[config.mk]
export PLATFORM = sky130hd
export DESIGN_NAME = mmio_timer
export DESIGN_NICKNAME = d
export VERILOG_FILES = /design/src/rtl/mmio_timer.sv
export SDC_FILE = /design/constraint.sdc
export NUM_CORES = 1
export LEC_CHECK = 0
export BUFFER_PORTS_ARGS = -buffer_cell sky130_fd_sc_hd__buf_4
export CAP_MARGIN = 20
export CORE_ASPECT_RATIO = 1.2
export CORE_MARGIN = 2
export CORE_UTILIZATION = 35
export DETAILED_ROUTE_END_ITERATION = 12
export PLACE_DENSITY = 0.61
export SYNTH_ARGS = -nofsm -noshare
export SYNTH_HDL_FRONTEND = slang
export SYNTH_SLANG_ARGS = --single-unit
[constraint.sdc]
create_clock -name clk -period 4.83 [get_ports clk]
set_input_delay 0.7245 -clock clk [delete_from_list [all_inputs] [get_ports clk]]
set_output_delay 0.7245 -clock clk [all_outputs]
set_load 0.01 [all_outputs]
[src/rtl/mmio_timer.sv]
// rtl/mmio_timer.sv - memory-mapped prescaled timer with compare, overflow and interrupt
// Four word registers at BASE: CTRL, COUNT, CMP, STATUS (sticky W1C flags).
module mmio_timer #(
   parameter logic [31:0] BASE = 32'h0000_0200
) (
   input  logic        clk,
   input  logic        reset,
   input  logic [31:0] DataAdr,
   input  logic [31:0] WriteData,
   input  logic        MemWrite,
   output logic [31:0] ReadData,
   output logic        Sel,
   output logic        Irq
);

   logic        en;
   logic        autorld;
   logic        irqen;
   logic [7:0]  presc;
   logic [7:0]  prescaler;
   logic [31:0] count;
   logic [31:0] cmp;
   logic        match;
   logic        ovf;
   logic        irq;

   logic        wr;
   logic        wr_ctrl;
   logic        wr_count;
   logic        wr_cmp;
   logic        wr_status;
   logic        tick;
   logic        hit;
   logic        wrap;
   logic        unused_bits;

   assign Sel         = (DataAdr[31:4] == BASE[31:4]);
   assign unused_bits = ^DataAdr[1:0];

   assign wr        = MemWrite & Sel;
   assign wr_ctrl   = wr & (DataAdr[3:2] == 2'd0);
   assign wr_count  = wr & (DataAdr[3:2] == 2'd1);
   assign wr_cmp    = wr & (DataAdr[3:2] == 2'd2);
   assign wr_status = wr & (DataAdr[3:2] == 2'd3);

   // Match and wrap are judged on the pre-edge COUNT and CMP, so same-cycle writes cannot mask them.
   assign tick = en & (prescaler == presc);
   assign hit  = tick & (count == cmp);
   assign wrap = tick & ~hit & (count == 32'hFFFF_FFFF);

   always_ff @(posedge clk) begin
      if (reset) begin
         en        <= 1'b0;
         autorld   <= 1'b0;
         irqen     <= 1'b0;
         presc     <= 8'd0;
         prescaler <= 8'd0;
         count     <= 32'd0;
         cmp       <= 32'hFFFF_FFFF;
         match     <= 1'b0;
         ovf       <= 1'b0;
         irq       <= 1'b0;
      end else begin
         if (wr_ctrl) begin
            en        <= WriteData[0];
            autorld   <= WriteData[1];
            irqen     <= WriteData[2];
            presc     <= WriteData[15:8];
            prescaler <= 8'd0;
         end else if (tick) begin
            prescaler <= 8'd0;
         end else if (en) begin
            prescaler <= prescaler + 8'd1;
         end

         if (wr_count) begin
            count <= WriteData;
         end else if (tick) begin
            count <= (hit && autorld) ? 32'd0 : count + 32'd1;
         end

         if (wr_cmp) begin
            cmp <= WriteData;
         end

         // Hardware set wins over a simultaneous software clear.
         match <= hit  | (match & ~(wr_status & WriteData[0]));
         ovf   <= wrap | (ovf   & ~(wr_status & WriteData[1]));
         irq   <= (match | ovf) & irqen;
      end
   end

   assign Irq = irq;

   always_comb begin
      ReadData = 32'd0;
      if (Sel) begin
         case (DataAdr[3:2])
            2'd0:    ReadData = {16'd0, presc, 5'd0, irqen, autorld, en};
            2'd1:    ReadData = count;
            2'd2:    ReadData = cmp;
            default: ReadData = {30'd0, ovf, match};
         endcase
      end
   end

endmodule

* Word level (Yosys, flattened, before mapping) *
Cells that the tools add are included.

cells by class
  bitwise gates (word level) = 20
  shift-type cells = 0
  add/sub/neg operators = 2
  eq/ne operators = 7
  multipliers = 0
  div/mod/pow operators = 0
  $lt $le $gt $ge = 0
  reduce and logical (&&, ||, !) cells = 4
  mux-type cells = 5

operators with widths
  operator                 number
  $mux W32                 4
  $pmux W32 S3             1
  $add A32 B1 Y32 const B  1
  $eq A32 B32 Y1           1
  $eq A32 B32 Y1 const B   1
  $eq A28 B6 Y1 const B    1
  $and A1 B1 Y1            14
  $add A8 B1 Y8 const B    1
  $eq A8 B8 Y1             1
  $eq A2 B2 Y1 const B     2
  $not A1 Y1               3
  $or A1 B1 Y1             3
  $reduce_or A3 Y1         1
  $eq A2 B1 Y1 const B     1
  $logic_not A2 Y1         1
  $reduce_bool A2 Y1       1
  $logic_and A1 B1 Y1      1

storage, ports and cells
  memories = 0
  memory bits (writable) = 0
  word-level logic and storage cells = 48
  bits in registers = 86
  output and inout port bits = 34
  memory bits (read-only) = 0
  latch bits = 0

* Longest topological paths before layout *
  word-level depth = 7
  depth in mapped cells = 9

* Worst setup path before layout *
Ideal clock, no wire load.

  kind = input to output
  from = in DataAdr[3]
  to = out ReadData[16]
  slack = 2.351 ns
  stages on the path = 6
  arrival time = 1.754 ns
  buffers on the path = 3
  required time = 4.106 ns
  cells stage by stage = buf_2 nor2b_1 clkbuf_1 clkbuf_1 a22oi_1 nor2_1

between the ends
  word-level cells in the longest chain between the ends = 3
  elaborated cells between the ends (all ways) = 5
  those cells by class = eq/ne (2); mux (2); reduce/logical (1)

ends and longest elaborated chain
  what                                        RTL line  source
  from (decl)                                 8         input logic [31:0] DataAdr,
  $eq A2 B2 Y1, or another cell as far along  98        case (DataAdr[3:2])
  $pmux W32 S3 *                              98
  $mux W32 *                                  97        if (Sel) begin
  to (decl)                                   11        output logic [31:0] ReadData,

Every way passes the cells marked *; elsewhere a longest branch is shown, timed or not.

* Final worst setup path *
  from = in DataAdr[3]
  to = out ReadData[19]

Same word-level chain as after synthesis.

==> results.ini <==
[worst_setup_path]
critPathKind=in2out
cp.required_ps=4110
r2r-end=count[11]
regToRegSetupSlack_ps=1840
ff2ff_path_depth=6
path_max_fanout=20
r2r_start=count[6]
arrival_ps=2540
startpoint_type=primary input
cp-end-kind=output port

[clock_tree]
cts_buffer_depth=2
h-tree-depth=3
tritoncts=done
cts_setup_buffers=0
numCtsBuffers=9
root_buffer=clkbuf_16
clkLatencyLatePin_ps=360
post_cts_resized=0
clock-sinks=86
clkTransAtPathRegs_ps=60
cts_hold_buf=0

[logic_synthesis]
synth-edff-count=0
netlist_area_sq_um=5390
synthFlopType=dfxtp_1
synth_compound_area_share_pct=16.0
synth_seq_cells=86
ys_warn_count=0
syn_nets=763
synthMuxAreaShare_pct=4.73
synth.avg_cell_area_sq_um=7.77
synth_fa_ha_area_share_pct=0.464
synth_cell_types=55
yosysSeqAreaShare_pct=31.9
async_flop_share_pct=0
synth_top_family_by_area=simple AND/OR/NAND/NOR gates
synth_simple_gate_area_share_pct=28.9
syn_inst=694
synthXorXnorAreaFrac_pct=11.2

[power]
power_frac_seq_pct=43.4
power.density_nw_per_um2=252
swShare_pct=22.0
total_power_mw=1.64
p_clk_share_pct=50.3
p_sw_uw=361
ir_drop_v=0.000144
combPwrFrac_pct=6.3
p_leak_nw=2.70
power.internal_mw=1.28

[floorplan]
dieArea_sq_um=16400
ios=101
rows=49
die_h_um=140
fp.coreArea_sq_um=15000
initial_core_util_pct=35.9
die_w_um=117

[layout]
fill_cells=1566
final_common_cell=buf_4
area_delta_synth_final_pct=20.5
seqCellArea_sq_um=1720
fin_nets=820
diodes=0
mostFrequentLayoutCells=110 x buf_4, 86 x dfxtp_1, 83 x nand2_1
multi_input_area_sq_um=3310
final_core_util_pct=43.3
finalNonFillerCells=960
drive_gt1_share_pct=19.7

[sta]
fin_crit_sh_pct=67.5
final.setup_skew_ps=10.1
drv_slew=0
fmax_ghz=0.307
hold_viol=0
setup_violations=0
grt_setup_unrepaired=false
worstMarginPinSlew_ps=948
hold_ws_ps=497
tns_ps=0
relSlewSlack_pct=36.5
period_needed_ps=3260

[drt]
totalWireLength_mm=17.0
routedWlPerCell_um=17.7
detail-route-antenna-nets=0
via_per_inst=5.48
route.detailed.drc=0
firstDrtPassIters=5
vias=5258
drt_iter0_markers=333

[min_path]
hold_class=reg2reg
holdPathStages=2
min_to=match
hp-start=match

[global_route]
grt-ovfl-total=0
grtUsageTotal_pct=20.5
grt_pass1_wl_mm=26.7
grt_max_degree=48
antenna_found_initial=0
grt_pass1_vias=4897

[placement]
dp.cells=944
port_buffers=98
hpwl_mm=11.8
gp_congestion=0.880

[run_status]
status=completed

[job]
cap_violations=0

[layout make-up]
| type | instances | area share, % |
|---|---|---|
| multi-input cells | 534 | 50.9 |
| clock inverters | 6 | 1.68 |
| repair buffers | 110 | 12.7 |
| inverters | 10 | 0.578 |
| well taps | 204 | 3.93 |
| flip-flops and latches | 86 | 26.5 |
| clock buffers | 10 | 3.68 |
[cells in the mapped netlist, types with 6 or more instances]
cell	number	area (sq um)
dfxtp_1	86	1720
nand2_1	83	312
nor2_1	82	308
nand3_1	72	360
xnor2_1	54	473
a21oi_1	42	210
a22oi_1	30	225
clkbuf_1	27	101
buf_2	24	120
nand4_1	22	138
mux2i_1	21	210
xor2_1	15	131
and3_1	14	87.6
o21ai_0	14	70.1
inv_1	9	33.8
nor3_1	8	40.0
a211oi_1	7	52.6
nor4_1	7	43.8
a31oi_1	6	37.5
[worst max-delay path by stage]
stage | startpoint | endpoint | depth (start not counted)
floorplan | DataAdr[3] | ReadData[16] | 6
global placement | DataAdr[2] | count[16] | 9
detailed placement | DataAdr[2] | count[16] | 9
CTS | DataAdr[3] | ReadData[19] | 6
global route | DataAdr[3] | ReadData[19] | 6
finish | DataAdr[3] | ReadData[19] | 6
[metrics by stage]
step / area (sq um) / setup slack [ps]
4_1_cts: 6500 / 1580
3_3_place_gp: 6150 / 1600
3_5_place_dp: 6150 / 1580
5_1_grt: 6500 / 1390
6_report: 6500 / 1570
2_1_floorplan: 5390 / 2350
[sequential cells by signal, indices dropped and copies added (netlist names)]
name / count
cmp: 32
count: 32
presc: 8
prescaler: 8
Irq: 1
autorld: 1
en: 1
irqen: 1
match: 1
ovf: 1
[cells by family (layout without fill, tap and decap cells)]
logic type | after synthesis | count (layout)
fa+ha+maj | 2 | 2
mux | 23 | 23
compound gates | 127 | 127
flops | 86 | 86
buf+inv | 74 | 136
xor+xnor | 69 | 69
simple gates | 313 | 313
[routing by layer]
metal / routed length, um / part of all wire [%] / track usage [%] / up-vias
met2: 8450 / 50 / 35.2 / 174
met3: 891 / 5.2 / 4.48 / 34
met5: 0 / 0 / 0 / -
li1: - / - / - / 2569
met1: 7240 / 43 / 25.5 / 2481
met4: 405 / 2.4 / 6.72 / 0
[critical path: stages]
cell	delay (ps)
buf_4	210
nor2b_2	810
buf_4	350
a22oi_1	120
nor2_1	150
buf_4	140
[power groups by stage]
| stage | logic (mW) | registers, mW | clock network [mW] |
|---|---|---|---|
| after floorplan | 0.0446 | 0.726 | 0 |
| after global placement | 0.104 | 0.727 | 0 |
| after detailed placement | 0.104 | 0.727 | 0 |
| after CTS | 0.104 | 0.711 | 0.830 |
| after global routing | 0.111 | 0.711 | 0.860 |
| final | 0.104 | 0.711 | 0.825 |
No activity file was read; power rests on OpenSTA's default activity.
